**config.mk**
```make
export PLATFORM = sky130hd
export DESIGN_NAME = instr_feeder_flat
export DESIGN_NICKNAME = d
export VERILOG_FILES = /design/src/rtl/feeder_pkg.sv /design/src/rtl/instr_feeder_if.sv /design/src/rtl/instr_fifo.sv /design/src/rtl/instr_feeder.sv /design/src/flat_wrapper.sv
export SDC_FILE = /design/constraint.sdc
export NUM_CORES = 1
export LEC_CHECK = 0
export ABC_AREA = 1
export CORE_ASPECT_RATIO = 0.5
export CORE_MARGIN = 4
export CORE_UTILIZATION = 35
export CTS_CLUSTER_DIAMETER = 200
export DETAILED_ROUTE_END_ITERATION = 7
export SETUP_SLACK_MARGIN = 0.3
export SKIP_LAST_GASP = 1
export SLEW_MARGIN = 15
export SYNTH_ARGS = -nofsm -noshare
export SYNTH_HDL_FRONTEND = slang
export SYNTH_SLANG_ARGS = --single-unit
export TNS_END_PERCENT = 100
```
**constraint.sdc**
```tcl
create_clock -name Clock -period 2.2 [get_ports Clock]
set_input_delay 0.22 -clock Clock [delete_from_list [all_inputs] [get_ports Clock]]
set_output_delay 0.22 -clock Clock [all_outputs]
set_load 0.02 [all_outputs]
```
**src/rtl/feeder_pkg.sv**
```systemverilog
// -----------------------------------------------------------------------------
// feeder_pkg
// Shared definitions for the instruction feeder slice. It holds the word width,
// the opcode values the feeder decodes and the FSM state encoding.
// Ports: none (package).
// -----------------------------------------------------------------------------
package feeder_pkg;

    localparam int W = 9;

    localparam logic [2:0] OP_MV  = 3'b000;
    localparam logic [2:0] OP_MVI = 3'b001;
    localparam logic [2:0] OP_ADD = 3'b010;
    localparam logic [2:0] OP_SUB = 3'b011;

    typedef enum logic [1:0] {
        S_IDLE  = 2'd0,
        S_ISSUE = 2'd1,
        S_IMM   = 2'd2,
        S_WAIT  = 2'd3
    } state_t;

    // Any opcode with I[2] set is outside the processor's instruction set.
    function automatic logic is_illegal(input logic [W-1:0] word);
        return word[W-1];
    endfunction

    function automatic logic [2:0] opcode_of(input logic [W-1:0] word);
        return word[W-1:W-3];
    endfunction

endpackage

```
**src/rtl/instr_feeder_if.sv**
```systemverilog
// -----------------------------------------------------------------------------
// instr_feeder_if
// Processor-side link between the feeder and the 9-bit processor.
//   DIN  : word presented to the processor (opcode or immediate)
//   Run  : one-cycle instruction strobe
//   Done : processor completion, combinational from the processor
// Modports: master (feeder side), slave (processor side).
// -----------------------------------------------------------------------------
interface instr_feeder_if;
    import feeder_pkg::*;

    logic [W-1:0] DIN;
    logic         Run;
    logic         Done;

    modport master (output DIN, output Run, input Done);
    modport slave  (input DIN, input Run, output Done);

endinterface

```
**src/rtl/instr_fifo.sv**
```systemverilog
// -----------------------------------------------------------------------------
// instr_fifo
// Word FIFO that buffers instruction and immediate words from the host.
//   Clock, Resetn : clock, synchronous active-low reset
//   Wr, WrData    : push request and word
//   Pop           : remove the head word
//   Head          : mem[rd_ptr], valid whenever Empty is low
//   Count         : number of stored words
//   Full, Empty   : Count == DEPTH, Count == 0
//   Overflow      : sticky, a push was dropped because the FIFO was full
// DEPTH must be a power of two (pointers wrap by natural overflow), minimum 2.
// -----------------------------------------------------------------------------
module instr_fifo #(
    parameter int DEPTH = 8,
    parameter int W     = 9
) (
    input  logic                   Clock,
    input  logic                   Resetn,
    input  logic                   Wr,
    input  logic [W-1:0]           WrData,
    input  logic                   Pop,
    output logic [W-1:0]           Head,
    output logic [$clog2(DEPTH):0] Count,
    output logic                   Full,
    output logic                   Empty,
    output logic                   Overflow
);
    localparam int AW = $clog2(DEPTH);
    localparam int CW = AW + 1;

    logic [W-1:0]  mem [DEPTH];
    logic [AW-1:0] wr_ptr;
    logic [AW-1:0] rd_ptr;
    logic          push;
    logic          pop;

    // Full is judged before any same-cycle pop, so a write into a full FIFO
    // is dropped even if the head leaves on the same edge.
    assign Full  = (Count == CW'(DEPTH));
    assign Empty = (Count == '0);
    assign push  = Wr && !Full;
    assign pop   = Pop && !Empty;
    assign Head  = mem[rd_ptr];

    always_ff @(posedge Clock) begin
        if (push) begin
            mem[wr_ptr] <= WrData;
        end
    end

    always_ff @(posedge Clock) begin
        if (!Resetn) begin
            wr_ptr   <= '0;
            rd_ptr   <= '0;
            Count    <= '0;
            Overflow <= 1'b0;
        end else begin
            if (push) wr_ptr <= wr_ptr + 1'b1;
            if (pop)  rd_ptr <= rd_ptr + 1'b1;
            case ({push, pop})
                2'b10:   Count <= Count + 1'b1;
                2'b01:   Count <= Count - 1'b1;
                default: Count <= Count;
            endcase
            if (Wr && Full) Overflow <= 1'b1;
        end
    end

endmodule

```
**src/rtl/instr_feeder.sv**
```systemverilog
// -----------------------------------------------------------------------------
// instr_feeder
// Streams host-loaded instruction words into the 9-bit processor one at a
// time: opcode with a Run strobe, the immediate in the following cycle for
// mvi, then waits for Done before issuing the next instruction.
//   Clock, Resetn : clock, synchronous active-low reset
//   Wr, WrData    : host push into the internal FIFO
//   Enable        : permit issuing (sampled only in IDLE)
//   proc          : DIN/Run out, Done in (instr_feeder_if.master)
//   Full, Empty   : FIFO status
//   Overflow      : sticky, a host write was dropped while Full
//   Illegal       : one-cycle pulse, an opcode with I[2]=1 was discarded
//   Err           : sticky watchdog timeout (0 unless FEEDER_WATCHDOG_EN)
//   InstrCount    : retired instructions, wraps 255 -> 0
// Build option: define FEEDER_WATCHDOG_EN to add the TIMEOUT watchdog on WAIT.
// -----------------------------------------------------------------------------
module instr_feeder
    import feeder_pkg::*;
#(
    parameter int DEPTH = 8
`ifdef FEEDER_WATCHDOG_EN
    ,
    parameter int TIMEOUT = 15
`endif
) (
    input  logic                 Clock,
    input  logic                 Resetn,
    input  logic                 Wr,
    input  logic [W-1:0]         WrData,
    input  logic                 Enable,
    instr_feeder_if.master       proc,
    output logic                 Full,
    output logic                 Empty,
    output logic                 Overflow,
    output logic                 Illegal,
    output logic                 Err,
    output logic [7:0]           InstrCount
);
    localparam int CW = $clog2(DEPTH) + 1;

    state_t          state;
    state_t          state_nxt;
    logic [W-1:0]    head;
    logic [CW-1:0]   count;
    logic            pop;
    logic            illegal_nxt;
    logic            retire;

    instr_fifo #(.DEPTH(DEPTH), .W(W)) u_fifo (
        .Clock    (Clock),
        .Resetn   (Resetn),
        .Wr       (Wr),
        .WrData   (WrData),
        .Pop      (pop),
        .Head     (head),
        .Count    (count),
        .Full     (Full),
        .Empty    (Empty),
        .Overflow (Overflow)
    );

`ifdef FEEDER_WATCHDOG_EN
    localparam int WDW = $clog2(TIMEOUT + 1);
    logic [WDW-1:0] wd_cnt;
    logic           wd_expire;
`endif

    always_comb begin
        state_nxt   = state;
        pop         = 1'b0;
        illegal_nxt = 1'b0;
        retire      = 1'b0;
`ifdef FEEDER_WATCHDOG_EN
        wd_expire   = 1'b0;
`endif
        case (state)
            S_IDLE: begin
                if (Enable && !Empty) begin
                    if (is_illegal(head)) begin
                        pop         = 1'b1;
                        illegal_nxt = 1'b1;
                    end else if (!(opcode_of(head) == OP_MVI && count < CW'(2))) begin
                        // An mvi is only started once its immediate is queued.
                        state_nxt = S_ISSUE;
                    end
                end
            end
            S_ISSUE: begin
                pop       = 1'b1;
                state_nxt = (opcode_of(head) == OP_MVI) ? S_IMM : S_WAIT;
            end
            S_IMM: begin
                pop       = 1'b1;
                retire    = proc.Done;
                state_nxt = S_IDLE;
            end
            S_WAIT: begin
                if (proc.Done) begin
                    retire    = 1'b1;
                    state_nxt = S_IDLE;
                end
`ifdef FEEDER_WATCHDOG_EN
                else if (wd_cnt == WDW'(TIMEOUT - 1)) begin
                    wd_expire = 1'b1;
                    state_nxt = S_IDLE;
                end
`endif
            end
            default: state_nxt = S_IDLE;
        endcase
    end

    always_ff @(posedge Clock) begin
        if (!Resetn) begin
            state      <= S_IDLE;
            Illegal    <= 1'b0;
            InstrCount <= 8'd0;
        end else begin
            state   <= state_nxt;
            Illegal <= illegal_nxt;
            if (retire) InstrCount <= InstrCount + 8'd1;
        end
    end

    assign proc.Run = (state == S_ISSUE);
    assign proc.DIN = (state == S_ISSUE || state == S_IMM) ? head : '0;

`ifdef FEEDER_WATCHDOG_EN
    // wd_cnt holds the number of WAIT cycles already spent without Done.
    always_ff @(posedge Clock) begin
        if (!Resetn) begin
            wd_cnt <= '0;
            Err    <= 1'b0;
        end else begin
            wd_cnt <= (state == S_WAIT && state_nxt == S_WAIT) ? wd_cnt + 1'b1 : '0;
            if (wd_expire) Err <= 1'b1;
        end
    end
`else
    assign Err = 1'b0;
`endif

endmodule

```
**src/flat_wrapper.sv**
```systemverilog
// flat-port wrapper written by rule: the top's interface ports become plain ports
module instr_feeder_flat import feeder_pkg::*;
#(
    parameter int DEPTH = 8

)
  (Clock, Resetn, Wr, WrData, Enable, Full, Empty, Overflow, Illegal, Err, InstrCount, proc_DIN, proc_Run, proc_Done);
  instr_feeder_if proc_i ();
  input  logic Clock;
  input  logic Resetn;
  input  logic Wr;
  input  logic [W-1:0] WrData;
  input  logic Enable;
  output logic Full;
  output logic Empty;
  output logic Overflow;
  output logic Illegal;
  output logic Err;
  output logic [7:0] InstrCount;
  output wire logic [$bits(proc_i.DIN)-1:0] proc_DIN;
  output wire logic [$bits(proc_i.Run)-1:0] proc_Run;
  input wire logic [$bits(proc_i.Done)-1:0] proc_Done;
  assign proc_DIN = proc_i.DIN;
  assign proc_Run = proc_i.Run;
  assign proc_i.Done = proc_Done;
  instr_feeder #(.DEPTH(DEPTH)) u_core (.Clock(Clock), .Resetn(Resetn), .Wr(Wr), .WrData(WrData), .Enable(Enable), .proc(proc_i), .Full(Full), .Empty(Empty), .Overflow(Overflow), .Illegal(Illegal), .Err(Err), .InstrCount(InstrCount));
endmodule
```
==> impl_metrics.json <==
{
  "status": "completed",
  "grt_pass1_vias": 2943,
  "fin_util_pct": 48.5,
  "area_delta_synth_final_pct": 31.0,
  "cp_common_cell": "nor2_1",
  "final.min_clock_period_ns": 2.19,
  "fin_area_sq_um": 5480,
  "path_cells": "buf_2, buf_4, clkbuf_16, nor2_1, nor2_1, o21ai_0, a31oi_1, clkdlybuf4s15_2",
  "nFillCells": 1057,
  "finalHoldViolations": 0,
  "yosysWarnings": 0,
  "synthesis.nets": 432,
  "worstPathMaxFanout": 6,
  "fmax_mhz": 458,
  "cpPeakStageDelay_ns": 0.42,
  "antenna_found_initial": 0,
  "powerDensity_nw_per_um2": 1140,
  "grt.total_usage_pct": 13.8,
  "drtPass1Iterations": 4,
  "grt_first_pass_wirelength_um": 14700,
  "routedWlPerCell_um": 14.7,
  "layout-drive-gt1-share_pct": 22.0,
  "dieArea_sq_um": 13900,
  "cap_violations": 0,
  "clkLatencyLatePin_ns": 0.34,
  "via_count": 3028,
  "cts.sinks": 97,
  "synthAdderAreaFrac_pct": 2.99,
  "synth.lib_cells_used.distinct": 36,
  "drc": 0,
  "avgSynthCellArea_sq_um": 10.3,
  "grt_overflow_total": 0,
  "antenna_cells": 0,
  "arrival_ns": 1.97,
  "start_kind": "register",
  "hp-class": "reg -> reg",
  "synth_top_family_by_area": "simple AND/OR/NAND/NOR gates",
  "path_delay_family": "buffers and inverters",
  "fin_crit_sh_pct": 99.3,
  "viasPerCell": 4.69,
  "drt_iter0_markers": 195,
  "crit_required_ns": 1.98,
  "gp_congestion": 0.815,
  "numCtsBuffers": 9,
  "placed_cells": 619,
  "ir_drop_v": 0.000563,
  "rr_worst_depth": 17,
  "h-tree-depth": 3,
  "ys_seq_elements": 97,
  "die_x_um": 163,
  "synthXorXnorAreaFrac_pct": 0.627,
  "worst_path_max_delay_cell": "dfxtp_4",
  "slew_violations": 0,
  "p_leak_uw": 0.00212,
  "stdcell_count": 646,
  "grt_max_degree": 33,
  "clk_pin_slew_ns": 0.07,
  "wirelength_um": 9480,
  "detail-route-antenna-nets": 0,
  "io_buffers": 35,
  "syn_area_sq_um": 4190,
  "grt_setup_unrepaired": "yes",
  "die_y_um": 85.3,
  "pin_count": 37,
  "root_buffer": "clkbuf_16",
  "cts_tree": "built",
  "critPathKind": "reg -> out",
  "crit_buf_inv": 4,
  "rows": 27,
  "regArea_sq_um": 2670,
  "synth_cells": 408,
  "yosys.area_share.simple_pct": 16.6,
  "setup-violations-final": 0,
  "yosysSeqAreaShare_pct": 63.6,
  "initial_utilization_pct": 37.0,
  "fin_skew_ns": 0.00688,
  "synthMuxAreaShare_pct": 0,
  "nets": 507,
  "synth_compound_gate_area_share_pct": 9.95,
  "clockBufferDepth": 2,
  "multi_input_area_sq_um": 1370,
  "endpoint_kind": "primary output",
  "fin_setup_tns_ns": 0,
  "whs_path_depth": 2,
  "core-area_sq_um": 11300,
  "dp.final_hpwl_um": 6050,
  "critical_path_depth": 8,
  "place_area_sq_um": 4960
}
==> sequential cells by signal, indices dropped and copies added, names as in the netlist, named ones only <==
name,flops
u_core.u_fifo.rd_ptr,3
u_core.u_fifo.mem,72
u_core.Illegal,1
u_core.u_fifo.Overflow,1
u_core.u_fifo.wr_ptr,3
u_core.u_fifo.Count,4
u_core.state,2
u_core.InstrCount,8
==> synthesized netlist by cell type <==
library cell  count  area, sq um
xor2_1            2         17.5
inv_1            40          150
o21ai_0          37          185
dfxtp_1          25          500
ha_1             10          125
nor4_2            1         12.5
xnor2_1           1         8.76
nor3_1            3         15.0
o31ai_1           1         7.51
nand2_1          49          184
and3_1            1         6.26
conb_1            1         3.75
nor2_1           80          300
inv_4             1         6.26
o21ai_2           1         8.76
nor3b_2           1         12.5
clkbuf_1          5         18.8
nor2_2            3         18.8
a21oi_4           1         16.3
buf_6             2         22.5
o22ai_1           6         37.5
nor2_4            1         11.3
o21ai_1           8         40.0
clkinv_1          1         3.75
nand2_2           2         12.5
a31oi_1           7         43.8
inv_2             3         11.3
nand3_1          17         85.1
nand4_1           1         6.26
inv_6             1         8.76
o211ai_1          1         7.51
edfxtp_1         72         2160
buf_2             3         15.0
a21oi_1          14         70.1
nand3_2           3         30.0
buf_4             3         22.5
==> per-layer routing <==
| layer | track usage [%] | part of all wire, % |
|---|---|---|
| met3 | 4.42 | 6.6 |
| met4 | 4.64 | 0.66 |
| met2 | 22.1 | 46 |
| met5 | 0 | 0 |
| met1 | 17.7 | 47 |
==> kinds of logic (layout without fill, tap and decap cells) <==
family / count (synthesis) / count (layout)
AOI/OAI and AO/OA: 76 / 76
xor gates and xnor gates: 3 / 3
adders and majority gates: 10 / 10
buffers and inverters: 59 / 138
DFF: 97 / 97
other: 1 / 1
and+or+nand+nor: 162 / 162
==> worst reg2reg max path, delay by kind of cell (launching register included) <==
kind / cells / cell delay (ns)
xor gates and xnor gates: 1 / 0.08
AOI/OAI and AO/OA: 4 / 0.51
DFF: 1 / 0.42
adders and majority gates: 2 / 0.37
buffers and inverters: 2 / 0.12
and+or+nand+nor: 8 / 0.55
==> layout by cell type, fill, tap and decap left out, drive strengths merged, types with 2 or more instances in the layout <==
cell type | synthesis | routed
nor2 | 84 | 84
edfxtp | 72 | 72
nand2 | 51 | 51
inv | 45 | 47
o21ai | 46 | 46
buf | 8 | 43
dfxtp | 25 | 25
clkdlybuf4s50 | 0 | 23
nand3 | 20 | 20
a21oi | 15 | 15
clkbuf | 5 | 12
ha | 10 | 10
a31oi | 7 | 7
o22ai | 6 | 6
clkdlybuf4s15 | 0 | 5
clkinv | 1 | 4
nor3 | 3 | 3
dlygate4sd2 | 0 | 2
xor2 | 2 | 2
==> timing repair <==
action                     CTS  global route
setup endpoints to repair   15            14
pin swaps                   18            14
gates resized for setup     47            29
setup buffers                3             5
hold endpoints to repair     0             0
cloned                       0             4
hold buffers                 0             0
==> power breakdown <==
part / internal, uW / switching (uW) / total, uW / leakage (uW)
registers: 2120 / 99.0 / 2220 / 0.000859
logic: 1110 / 1360 / 2470 / 0.00111
clock network: 883 / 668 / 1550 / 0.000145
total: 4120 / 2130 / 6250 / 0.00212
==> final timing paths <==
kind,to,from,slack (ns)
worst max-delay path,proc_DIN[0],register,0.01
worst max register to register,u_core.u_fifo.Count[2]$_SDFFE_PN0P_,register,0.06
worst min register to register,u_core.u_fifo.Overflow$_SDFFE_PN0P_,u_core.u_fifo.Overflow$_SDFFE_PN0P_,0.45
worst min-delay path,u_core.u_fifo.Overflow$_SDFFE_PN0P_,u_core.u_fifo.Overflow$_SDFFE_PN0P_,0.45
==> metrics by stage <==
stage	hold WS, ns	power [uW]	setup slack [ns]
after global routing	0.491	6660	-0.112
after global placement	0.440	4380	0.0194
after detailed placement	0.442	4400	-0.0271
after CTS	0.452	6030	0.0764
after floorplan	0.319	3570	0.0902
final	0.448	6250	0.0150
==> cell type report <==
cell class	count	share of cell area [%]
timing repair buffer	77	14.0
clock inverter	6	1.23
multi-input combinational	252	25.1
tap	159	3.63
clock buffer	9	4.11
inverter	46	3.33
sequential	97	48.6
Note: power is estimated with default switching activity, not from simulation.
==> RTL change 1 (same flow settings) <==
`W` is set to 9 in 2 places; all go to 8.
--- a/src/rtl/feeder_pkg.sv
+++ b/src/rtl/feeder_pkg.sv
@@ -8,3 +8,3 @@
 
-    localparam int W = 9;
+    localparam int W = 8;
 
--- a/src/rtl/instr_fifo.sv
+++ b/src/rtl/instr_fifo.sv
@@ -14,3 +14,3 @@
     parameter int DEPTH = 8,
-    parameter int W     = 9
+    parameter int W     = 8
 ) (
Ports: changed (resized WrData and proc_DIN); port bits go from 37 to 35. No check against the original RTL was run, so the function may have changed too.
==> RTL change 1 against the unedited design <==
- worst hold slack better by 16 ps
- via count is 7.0% lower
- clock power is 6% lower
- critical path depth is 10 higher
- sequential cell count is 8 lower
- highest routed layer unchanged
- synthesized area is 8.0% lower
- worst setup slack better by 11 ps
- design area is 8.2% lower
- total power is 7.1% lower
- clock skew is 3.4 ps lower
- critical endpoint is now u_core.state[1]$_SDFFE_PN0P_
- sequential share of layout area is 0.39 points lower
- combinational power is 6% lower
- wire length is 11% lower
- utilization is 0.38 points lower
==> RTL change 1: results (changes against the unedited design) <==
[worst_setup_path]
crit_path_top_delay_cell=sky130_fd_sc_hd__edfxtp_1  ; was sky130_fd_sc_hd__dfxtp_4
worst_path_largest_cell_delay_ps=400  ; was 420 ps

[placement]
dp.final_hpwl_um=5346  ; was 6049 um
portBuffers=33  ; was 35
gp_congestion=0.7705  ; was 0.8150

[cells_and_area]
layout_top_registers=u_core.u_fifo.mem (64), u_core.InstrCount (8), u_core.u_fifo.Count (4)  ; was u_core.u_fifo.mem (72), u_core.InstrCount (8), u_core.u_fifo.Count (4)
buffers_excl_clock=75  ; was 77
fraction_of_final_layout_cells_with_drive_strength_greater_than_1=0.2167  ; was 0.2197
share_of_the_final_layout_cell_area_in_sequential_cells=0.4825  ; was 0.4864
multi_input_comb_cells=240  ; was 252
multi_input_area_um2=1284  ; was 1374 um^2
clkCellAreaFrac=0.05739  ; was 0.05339
fill_cells=986  ; was 1057

[global_route]
via_count_of_the_first_global_routing_pass=2698  ; was 2943
use_met3=0.04529  ; was 0.04415
met2_global_route_usage=0.2239  ; was 0.2207
global_route_wire_length_before_repair_um=13080  ; was 14750 um
maximum_number_of_pins_on_one_net_before_global_route_repair=29  ; was 33
grt_util_met1=0.1704  ; was 0.1771

[synth]
synth_seq_area_share=0.6286  ; was 0.6358
synth.cells.most_frequent=sky130_fd_sc_hd__nor2_1, sky130_fd_sc_hd__edfxtp_1, sky130_fd_sc_hd__nand2_1, sky130_fd_sc_hd__inv_1, sky130_fd_sc_hd__o21ai_0  ; unchanged
synth.top_cells.by_area=sky130_fd_sc_hd__edfxtp_1, sky130_fd_sc_hd__dfxtp_1, sky130_fd_sc_hd__nor2_1, sky130_fd_sc_hd__nand2_1, sky130_fd_sc_hd__inv_1  ; was sky130_fd_sc_hd__edfxtp_1, sky130_fd_sc_hd__dfxtp_1, sky130_fd_sc_hd__nor2_1, sky130_fd_sc_hd__o21ai_0, sky130_fd_sc_hd__nand2_1
netlist-cell-type-count=34  ; was 36
postSynthNetCount=411  ; was 432

[clock_network]
cts.sink_count=89  ; was 97

[drt]
routedLengthMet1_um=4133  ; was 4426 um
detail_route.vias_per_cell=4.647  ; was 4.687
wl_met2_um=3813  ; was 4362 um
dr_wl_met3_um=337  ; was 624 um
drt-wirelength-per-cell_um=13.87  ; was 14.67 um

[power]
p_comb_uw=2310  ; was 2470 uW
p_seq_frac=0.352  ; was 0.356
net-switching-power_uw=2007  ; was 2129 uW

[sta]
post_route_clock_skew_ps=3.527  ; was 6.879 ps

[status]
status=finished clean  ; unchanged

RTL change 1: changes by cell type after synthesis, sizes merged, moves of 3 or more:
cell and change:
edfxtp -8, nor2 -7, o21ai -7, nand2 +3
RTL change 1: repair_timing:
| item | in CTS | in global routing |
|---|---|---|
| pin swaps | 13 | 5 |
| hold endpoints to repair | 0 | 0 |
| cloned | 0 | 1 |
| endpoints found under the setup margin | 14 | 47 |
| gates resized for setup | 48 | 30 |
| buffers inserted | 13 | 3 |
RTL change 1: cell families (layout without fill, tap and decap cells):
logic type | Yosys count | after routing | synth area share
and+or+nand+nor | 159 | 159 | 0.1734
DFF | 89 | 89 | 0.6286
AOI/OAI and AO/OA | 68 | 68 | 0.09708
buffers and inverters | 59 | 137 | 0.06298
adders and majority gates | 10 | 10 | 0.03247
xor gates and xnor gates | 2 | 2 | 0.004546
other | 1 | 1 | 0.0009731
RTL change 1: final timing paths:
| kind | startpoint | to | slack, ps | depth (start not counted) |
|---|---|---|---|---|
| worst min-delay path | u_core.u_fifo.Overflow$_SDFFE_PN0P_ | u_core.u_fifo.Overflow$_SDFFE_PN0P_ | 460 | 2 |
| worst max-delay path | u_core.u_fifo.mem[2][7]$_DFFE_PP_ | u_core.state[1]$_SDFFE_PN0P_ | 30 | 18 |
| worst max register to register | u_core.u_fifo.mem[2][7]$_DFFE_PP_ | u_core.state[1]$_SDFFE_PN0P_ | 30 | 18 |
| worst min register to register | u_core.u_fifo.Overflow$_SDFFE_PN0P_ | u_core.u_fifo.Overflow$_SDFFE_PN0P_ | 460 | 2 |
RTL change 1: per-stage QoR:
step | cell area [um^2] | power (uW)
2_1_floorplan | 3897 | 3280
3_3_place_gp | 4517 | 3966
3_5_place_dp | 4517 | 3982
4_1_cts | 4900 | 5588
5_1_grt | 5036 | 6181
6_report | 5036 | 5801
==> RTL change 2 (same flow settings) <==
Made on the original files. Register the output `Overflow`; this adds one clock of latency there. The other outputs are not delayed to match.
--- a/src/rtl/instr_feeder.sv
+++ b/src/rtl/instr_feeder.sv
@@ -40,2 +40,4 @@
 
+    logic Overflow_d;
+
     state_t          state;
@@ -58,3 +60,3 @@
         .Empty    (Empty),
-        .Overflow (Overflow)
+        .Overflow (Overflow_d)
     );
@@ -142,2 +144,6 @@
 
+    always_ff @(posedge Clock) begin
+        Overflow <= Overflow_d;
+    end
+
 endmodule
Formal check against the unedited RTL: not equivalent (Yosys sat finds a counterexample within 10 cycles, from zero or initial values and one cycle with Resetn low).
==> RTL change 2 against the unedited design <==
- sequential cell count is 1 higher
- worst setup slack worse by 43 ps
- die area is 0.44% higher
- the flow now finishes with violations (setup timing)
- wire length is 6.1% lower
- design area is 2.3% lower
- synthesized area is 0.48% higher
- total power is 2.8% lower
- largest cell class unchanged
- register-to-register slack worse by 90 ps
- utilization is 1.2 points lower
==> RTL change 2: results (changes against the unedited design) <==
[worst_setup_path]
critPathArrivalTime_ps=2450  ; was 1970 ps
crit_family=compound AO/OA/AOI/OAI gates  ; was buffers and inverters
crit_path_max_fo=7  ; was 6

[power]
power.switching_fraction=0.3389  ; was 0.3408
total_leakage_power_uw=0.002052  ; was 0.002115 uW
p_total_uw=6073  ; was 6245 uW
worst_case_vdd_ir_drop_v=0.0004468  ; was 0.0005626 V
p_comb_uw=2320  ; was 2470 uW
pg_clk_uw=1510  ; was 1550 uW

[placement]
gp_congestion=0.7769  ; was 0.8150
post-place-cells=616  ; was 619
worst_setup_timing_slack_at_the_placement_stage_ps=-41.68  ; was -27.07 ps

[status]
violations=setup timing
status=finished with violations  ; was finished clean

[drt]
dr_wl_met3_um=330  ; was 624 um
dr_total_vias=3001  ; was 3028
drt-total-wl_um=8900  ; was 9476 um
detail_route.vias_per_cell=4.696  ; was 4.687
wl_met2_um=3952  ; was 4362 um
drt-initial-drc-count=154  ; was 195
routedLengthMet1_um=4510  ; was 4426 um

[synth]
synthCells=409  ; was 408
postSynthNetCount=433  ; was 432

[sta]
final.setup.tns_ps=-28.37  ; was 0 ps
post_route_clock_skew_ps=7.073  ; was 6.879 ps
report.final.setup_viol=1  ; was 0
layout_setup_ws_ps=-28.37  ; was 14.98 ps

[global_route]
via_count_of_the_first_global_routing_pass=2741  ; was 2943
globalRouteTotalUtil=0.1305  ; was 0.1375
global_route_wire_length_before_repair_um=14120  ; was 14750 um

## RTL change 2: cell types whose count changed in the layout (fill, tap and decap cells not counted), moves of 3 or more
cell | before | now
sky130_fd_sc_hd__o21ai_1 | 13 | 9
sky130_fd_sc_hd__clkbuf_16 | 12 | 9
sky130_fd_sc_hd__buf_6 | 5 | 2
sky130_fd_sc_hd__o21ai_0 | 31 | 35
## RTL change 2: layout make-up
type                       instances  area, um^2
multi-input combinational        252        1374
tap                              159       198.9
clock inverter                     5       55.05
timing repair buffer              69       633.1
sequential                        98        2690
inverter                          46       180.2
clock buffer                      10       229.0
fill                            1069        5991
## RTL change 2: logic make-up after synthesis
logic type,after synthesis,share of synthesized area
and+or+nand+nor,162,0.1650
xor gates and xnor gates,3,0.006246
other,1,0.0008912
adders and majority gates,10,0.02974
AOI/OAI and AO/OA,76,0.09902
DFF,98,0.6375
buffers and inverters,59,0.06155
## RTL change 2: repair_timing
item                                    4_1_cts  5_1_grt
pin swaps                                    15       17
gates resized for setup                      44       23
endpoints found under the setup margin       15       14
hold buffers                                  0        0
setup buffers                                 4        4
## RTL change 2: per-layer routing
metal / GRT usage / vias up
met5: 0 / -
li1: - / 1509
met2: 0.1959 / 43
met4: 0.03501 / 0
met3: 0.03937 / 10
met1: 0.1847 / 1439
## RTL change 2: final timing paths
path                                  startpoint                             endpoint  cells after the start
max                                         flop  u_core.u_fifo.Count[3]$_SDFFE_PN0P_                     15
min          u_core.u_fifo.Overflow$_SDFFE_PN0P_              u_core.Overflow$_DFF_P_                      0
max reg2reg                                 flop  u_core.u_fifo.Count[3]$_SDFFE_PN0P_                     15
min reg2reg  u_core.u_fifo.Overflow$_SDFFE_PN0P_              u_core.Overflow$_DFF_P_                      0
